==> config.mk <==
export PLATFORM = sky130hd
export DESIGN_NAME = fetch_stage
export DESIGN_NICKNAME = d
export VERILOG_FILES = /design/src/rtl/fetch_pkg.sv /design/src/rtl/fetch_stage_if_id_register.sv /design/src/rtl/fetch_stage.sv
export SDC_FILE = /design/constraint.sdc
export NUM_CORES = 1
export LEC_CHECK = 0
export ABC_AREA = 1
export CORE_MARGIN = 4
export CORE_UTILIZATION = 48
export CTS_CLUSTER_SIZE = 10
export DETAILED_ROUTE_END_ITERATION = 7
export GPL_TIMING_DRIVEN = 0
export PLACE_DENSITY = 0.77
export SLEW_MARGIN = 20
export SYNTH_ARGS = -nofsm -noshare
export SYNTH_HDL_FRONTEND = slang
export SYNTH_SLANG_ARGS = --single-unit
export TNS_END_PERCENT = 100
==> constraint.sdc <==
create_clock -name clock -period 1.75 [get_ports clock]
set_input_delay 0.2625 -clock clock [delete_from_list [all_inputs] [get_ports clock]]
set_output_delay 0.2625 -clock clock [all_outputs]
set_load 0.02 [all_outputs]
==> src/rtl/fetch_pkg.sv <==
// Shared types and constants for the MIPS instruction-fetch stage.
package fetch_pkg;

  typedef enum logic [1:0] {
    REQ  = 2'd0,
    WAIT = 2'd1,
    DROP = 2'd2
  } fetch_state_t;

  localparam logic [31:0] NOP_WORD         = 32'h0000_0000;
  localparam logic [31:0] RESET_PC_DEFAULT = 32'h0040_0000;

endpackage

==> src/rtl/fetch_stage_if_id_register.sv <==
// IF/ID pipeline register with a one-entry skid buffer that catches a word
// arriving while decode is stalled.
module if_id_register
  import fetch_pkg::*;
(
  input  logic        clock,
  input  logic        reset_n,
  input  logic        deliver,
  input  logic [31:0] deliver_instr,
  input  logic [31:0] deliver_pc4,
  input  logic        stall_D,
  input  logic        flush,
  output logic [31:0] instruction,
  output logic [31:0] pc_plus_four,
  output logic        valid_D,
  output logic        buf_valid
);

  logic [31:0] buf_instr_r;
  logic [31:0] buf_pc4_r;

  // IF/ID and skid buffer update; a buffered word always wins over a bubble
  always_ff @(posedge clock) begin
    if (!reset_n) begin
      instruction  <= NOP_WORD;
      pc_plus_four <= 32'h0000_0000;
      valid_D      <= 1'b0;
      buf_valid    <= 1'b0;
      buf_instr_r  <= NOP_WORD;
      buf_pc4_r    <= 32'h0000_0000;
    end else if (!stall_D) begin
      if (flush) begin
        instruction  <= NOP_WORD;
        pc_plus_four <= 32'h0000_0000;
        valid_D      <= 1'b0;
        buf_valid    <= 1'b0;
      end else if (buf_valid) begin
        instruction  <= buf_instr_r;
        pc_plus_four <= buf_pc4_r;
        valid_D      <= 1'b1;
        buf_valid    <= 1'b0;
      end else if (deliver) begin
        instruction  <= deliver_instr;
        pc_plus_four <= deliver_pc4;
        valid_D      <= 1'b1;
      end else begin
        instruction  <= NOP_WORD;
        pc_plus_four <= 32'h0000_0000;
        valid_D      <= 1'b0;
      end
    end else begin
      if (flush) begin
        buf_valid <= 1'b0;
      end else if (deliver) begin
        buf_instr_r <= deliver_instr;
        buf_pc4_r   <= deliver_pc4;
        buf_valid   <= 1'b1;
      end else begin
        buf_valid <= buf_valid;
      end
    end
  end

endmodule

==> src/rtl/fetch_stage.sv <==
// Instruction-fetch stage: owns the PC, runs the single-outstanding imem
// handshake and feeds decode through the IF/ID register.
module fetch_stage
  import fetch_pkg::*;
#(
  parameter logic [31:0] RESET_PC = RESET_PC_DEFAULT
) (
  input  logic        clock,
  input  logic        reset_n,
  input  logic        jump,
  input  logic [31:0] jump_address,
  input  logic        stall_F,
  input  logic        stall_D,
  output logic        imem_req,
  output logic [31:0] imem_addr,
  input  logic        imem_gnt,
  input  logic        imem_rvalid,
  input  logic [31:0] imem_rdata,
  output logic [31:0] instruction,
  output logic [31:0] pc_plus_four,
  output logic        valid_D
);

  fetch_state_t state_r, state_s;
  logic [31:0]  pc_r, pc_s;
  logic [31:0]  req_pc_r, req_pc_s;
  logic         deliver_s;
  logic         buf_valid_s;

  // State, PC and in-flight address registers
  always_ff @(posedge clock) begin
    if (!reset_n) begin
      state_r  <= REQ;
      pc_r     <= RESET_PC;
      req_pc_r <= RESET_PC;
    end else begin
      state_r  <= state_s;
      pc_r     <= pc_s;
      req_pc_r <= req_pc_s;
    end
  end

  // Next state; a jump always redirects pc, and an in-flight response is
  // either dropped now (rvalid) or later in DROP
  always_comb begin
    state_s   = state_r;
    pc_s      = pc_r;
    req_pc_s  = req_pc_r;
    deliver_s = 1'b0;
    case (state_r)
      REQ: begin
        if (jump) begin
          pc_s = jump_address;
        end else if (imem_req && imem_gnt) begin
          req_pc_s = pc_r;
          pc_s     = pc_r + 32'd4;
          state_s  = WAIT;
        end else begin
          state_s = REQ;
        end
      end
      WAIT: begin
        if (imem_rvalid) begin
          if (jump) begin
            pc_s = jump_address;
          end else begin
            deliver_s = 1'b1;
          end
          state_s = REQ;
        end else if (jump) begin
          pc_s    = jump_address;
          state_s = DROP;
        end else begin
          state_s = WAIT;
        end
      end
      DROP: begin
        if (jump) begin
          pc_s = jump_address;
        end else begin
          pc_s = pc_r;
        end
        if (imem_rvalid) begin
          state_s = REQ;
        end else begin
          state_s = DROP;
        end
      end
      default: begin
        state_s = REQ;
      end
    endcase
  end

  // Memory-side outputs
  always_comb begin
    imem_addr = pc_r;
    imem_req  = (state_r == REQ) && !stall_F && !buf_valid_s && !jump && reset_n;
  end

  if_id_register u_if_id (
    .clock         (clock),
    .reset_n       (reset_n),
    .deliver       (deliver_s),
    .deliver_instr (imem_rdata),
    .deliver_pc4   (req_pc_r + 32'd4),
    .stall_D       (stall_D),
    .flush         (jump),
    .instruction   (instruction),
    .pc_plus_four  (pc_plus_four),
    .valid_D       (valid_D),
    .buf_valid     (buf_valid_s)
  );

endmodule

# Word level (Yosys, flattened, before mapping)
# Cells that the tools add are included.
# totals
in_bits	71
elab_cells	56
reg_bits	196
# classes
eq_ne	5
n_reduce_logical	15
n_bitwise	3
addsub	2
n_mux	22
# op_table
cell	n
$mux 32	9
$add 32x3->32 const B	2
$pmux 32 s2	1
$reduce_and 3->1	3
$mux 2	4
$mux 1	7
$pmux 2 s3	1
$logic_and 1x1->1	5
$logic_not 1->1	3
$ne 3x3->1 const B	1
$not 1->1	3
$reduce_or 3->1	1
$eq 2x1->1 const B	1
$eq 2x2->1 const B	1
$logic_not 2->1	1
$ne 2x1->1 const B	1
$ne 2x2->1 const B	1
$reduce_bool 2->1	1
$reduce_or 2->1	1

# Logic depth before layout (Yosys ltp)
# depth
depth_word	9
mapped_depth	12
ltp_nobuf	12

# Cells and area by module
# Synthesis repeated with hierarchy kept, for this count alone.
# hier_totals
cells_unflattened	1487
area_unflattened_um2	10044.6
# by_module_without_submodules
module	area_each_um2	cells_each	instances	seq_area_each_um2
if_id_register	5739.3	794	1	2602.5
fetch_stage	4305.4	693	1	1321.3

# Worst setup path before layout
# Ideal clock, no wire load.
# synth_path
path_kind	reg2reg
start	register state_r[0]
end	register pc_r[19] (netlist: imem_addr[19])
setup_ns	0.114
slack_ns	0.066
path_stages_with_launch	11
period_less_slack_ns	1.684
t_arrival_ns	1.570
cell_sequence	dfxtp_1 inv_1 ha_1 nor2_1 nor2_1 nand2_2 nand2_4 buf_6 nor2_1 a21oi_1 nor2_1
# synth_between
elab_chain_len	8
elab_cells_between_ends	14
cone_classes	eq/ne: 4; mux: 1; reduce/logical: 9
# synth_lines
item	line	rtl
start, declared	fetch_stage.sv:24	fetch_state_t state_r, state_s;
start signal, assigned	fetch_stage.sv:37	state_r <= state_s;
$logic_not 2->1	fetch_stage.sv:50, fetch_stage.sv:98	
$logic_and 1x1->1 (4 in series)	fetch_stage.sv:98	imem_req = (state_r == REQ) && !stall_F && !buf_valid_s && !jump && reset_n;
$logic_and 1x1->1	fetch_stage.sv:54	end else if (imem_req && imem_gnt) begin
$ne 3x3->1 (no source line)	--	
$reduce_and 3->1 (no source line)	--	
end signal, assigned	fetch_stage.sv:38	pc_r <= pc_s;
end, declared	fetch_stage.sv:25	logic [31:0] pc_r, pc_s;
# Parallel ways exist; a longest one is shown, timed or not.
# A chain may end at the register's enable or synchronous reset.

# Final worst setup path
# layout_path
start	register state_r[0]
end	register pc_r[30] (netlist: imem_addr[30])
# The elaborated chain is that of the path after synthesis.

==> key figures <==
Outcome
  • Status: finished, final reports clean

Yosys
  • Yosys reg bits: 196
  • Area contributors post-synth: dfxtp_1, nand2_1, o21ai_0
  • Post-synth EDFFs: 0
  • Syn Area/Cell: approximately 6.8 sq um
  • Post-Syn Nets: between 1000 and 1500
  • Yosys top cell by area: dfxtp_1
  • Yosys warnings: 0
  • Sequential cell area fraction in the yosys report: 41.5%
  • Main flop type after synthesis: dfxtp_1
  • Distinct cell type count of the synthesized netlist: 42
  • Synthesized area: 0.00946 sq mm
  • Synth top area share: 41.5%
  • Syn Inst Count: around 1400
  • Ys async rst share: 0%

Worst setup path
  • Delay-heaviest family, CP: simple AND/OR/NAND/NOR gates
  • Startpoint types: flop
  • CP cell instances: inv_4 -> ha_4 -> nand3_4 -> nor2_8 -> nand3_4 -> nand2_8 -> nand2_8 -> buf_12 -> nor2_4 -> nand2_2 -> a21oi_2
  • CP Capture Type: flop
  • Max incr delay on CP: 380 ps
  • CP required: 2130 ps
  • Max FO, Critical Path: 6
  • Highest-delay cell along the critical path: dfxtp_4
  • WP data arrival: 2100 ps
  • CP Class: flop to flop
  • Buf/Inv on CP: 2

Power and ir drop
  • Pwr/cell area: roughly 800 mW/mm^2
  • Maximum vdd drop: ~750 uV
  • Tot Pwr: 9.89 mW
  • Leak: 4.93 nW

Timing
  • Fmax achieved: 581 MHz
  • Max Slew Vio Count: 0
  • Final hold violations: 0
  • PnR worst setup slack: around 29 ps
  • Slew @ Worst Pin: a little over 900 ps
  • Slew headroom: 39.3%
  • Clock skew: ~13 ps
  • Fin crit share: 98.3%
  • Post-layout min period: 1720 ps
  • Finish-stage setup viols: 0

Clock network
  • Clock latency on the worst-skew pair: 440 ps
  • Clock slew at reported path FFs: 80 ps
  • Clock Tree Root: clkbuf_16
  • # clock sinks: 196
  • Clock buffer depth: 2
  • Hold-fix buffers at CTS: 0
  • H-tree levels: 4
  • TritonCTS clock tree: yes
  • CTS buffer count: 17

GRT
  • Vias in the first global route: around 9000
  • Largest net degree at the start of global routing: 22
  • First-pass GRT wire length: 46.3 mm
  • GRT Total Usage: 26.1%
  • Met1 GRT Util: 34.4%
  • Met2 GRT Util: 44.2%
  • GRT met3 Usage: 3.72%
  • Total congestion overflow: 0
  • Antenna violations before repair: 0
  • GR peak layer: met2

Placement
  • RePlAce Congestion: 0.952
  • Pre-CTS worst setup slack: -384 ps
  • Post-DP HPWL: 22.2 mm
  • Placed cell count: approximately 1800
  • Port buffer count: 166

Detailed routing
  • Drt drc: 0
  • Vias: 9844
  • Vias per cell: around 5.3
  • Final ANT Viol Nets: 0
  • Iter 0 DRT Violations: 753
  • WL per Instance: 16.1 um
  • Pre-antenna DRT Iters: 6
  • Routed wire length: 30.0 mm

Floorplan
  • Die width: roughly 150 um
  • Die area: 0.0220 sq mm
  • IO Count: 169
  • Initial Util: between 40% and 50%
  • Core area: 0.0194 sq mm
  • Chip height: 148 um
  • Rows: 51

Job
  • Max-Cap Viols: 0

Final layout
  • Layout Cells excl Fill: 1867
  • Nets: 1666
  • Layout cell share with drive strength beyond 1: approximately 11%
  • Ant. Diodes: 0
  • Fill cell count: 1809
  • Layout area overhead: 32.5%

Min path
  • Hold WC Path Type: primary input to flop
==> per-layer routing <==
layer | up-vias | share of wire (%)
li1 | 4911 | -
met4 | 0 | 2.9
met1 | 4512 | 44
met3 | 51 | 6.0
met2 | 370 | 47
met5 | - | 0
==> synth_stat cells, types with 12 or more instances <==
library cell,count
clkbuf_1,44
nor2_2,13
dfxtp_1,196
inv_1,103
buf_2,17
o21ai_0,154
o21ai_1,12
a22o_1,42
nand2_1,397
a21oi_1,85
nand3_1,48
nor2_1,190
==> registers in the layout, summed over array words and instances (netlist names) <==
name / flops
imem_addr: 32
u_if_id.buf_valid: 1
u_if_id.valid_D: 1
req_pc_r: 32
u_if_id.buf_pc4_r: 32
u_if_id.buf_instr_r: 32
u_if_id.pc_plus_four: 32
u_if_id.instruction: 32
state_r: 2
==> timing repair <==
action,CTS,global route
hold endpoints to repair,0,0
resized for setup,93,87
endpoints found under the setup margin,157,182
gates cloned,0,2
pin swaps,2,11
setup buffers,2,7
==> report_power, final <==
part / internal [mW] / switching [mW] / total [mW]
combinational: 0.442 / 0.618 / 1.06
clock: 2.09 / 2.03 / 4.12
sequential: 4.55 / 0.149 / 4.70
total: 7.09 / 2.80 / 9.89
==> stage by stage <==
step           setup TNS [ps]  hold WS, ps  utilization [%]  cell area [sq um]
2_1_floorplan               0          402                -               9460
6_report                    0         76.8             64.6              12500
4_1_cts                  -290         67.0             63.0              12200
5_1_grt                  -425         92.3             64.6              12500
3_3_place_gp           -35610          434             59.1              11500
3_5_place_dp           -39420          440             59.1              11500
==> placed cells by master (no fill, tap or decap), types with 6 or more instances in the layout <==
cell	instances
dfxtp_2	12
a22o_1	42
a21oi_1	84
inv_1	101
o21bai_1	8
nand3b_1	9
nor2_4	15
nor2_1	169
buf_2	11
clkbuf_16	18
nand2_2	8
o21ai_0	137
clkbuf_2	10
dlygate4sd2_1	28
nand2_1	389
nand3_1	46
clkdlybuf4s50_1	133
buf_6	6
nor2_2	20
a21oi_2	7
buf_4	18
clkbuf_1	28
xor2_1	11
clkinv_8	6
nand4_1	6
o21ai_1	25
dfxtp_1	181
==> cells by family after synthesis <==
family                   count (synthesis)  share of synthesized area (%)
flip-flops                             196                           41.5
adder cells (fa/ha/maj)                  6                          0.793
buffers and inverters                  180                           7.85
XOR/XNOR                                12                           1.11
multiplexers                             1                          0.106
AO/OA/AOI/OAI                          322                           19.6
AND/OR/NAND/NOR                        676                           29.1
==> layout make-up <==
class                   count  area, sq um  share of cell area, %
clock inverters            15          211                   1.69
repair buffers            176         1730                   13.8
well taps                 265          332                   2.64
multi-input cells        1018         5050                   40.3
clock buffers              17          425                   3.39
plain buffers              71          412                   3.28
inverters                 109          422                   3.36
flip-flops and latches    196         3950                   31.5
==> worst register-to-register path, stage by stage (launching register included) <==
cell and delay, ps:
dfxtp_4 380, inv_4 70, ha_4 150, nand3_4 90, nor2_8 170, nand3_4 140
nand2_8 120, nand2_8 90, buf_12 180, nor2_4 90, nand2_2 60, a21oi_2 130
==> worst paths after layout <==
path                              to  slack [ps]               startpoint  depth (start not counted)
max                    imem_addr[30]          30               state_r[0]                         11
min                u_if_id.buf_valid          80                     jump                          2
max reg2reg            imem_addr[30]          30               state_r[0]                         11
min reg2reg  u_if_id.buf_instr_r[16]         450  u_if_id.buf_instr_r[16]                          2
Power figures use the tool's default switching activity.
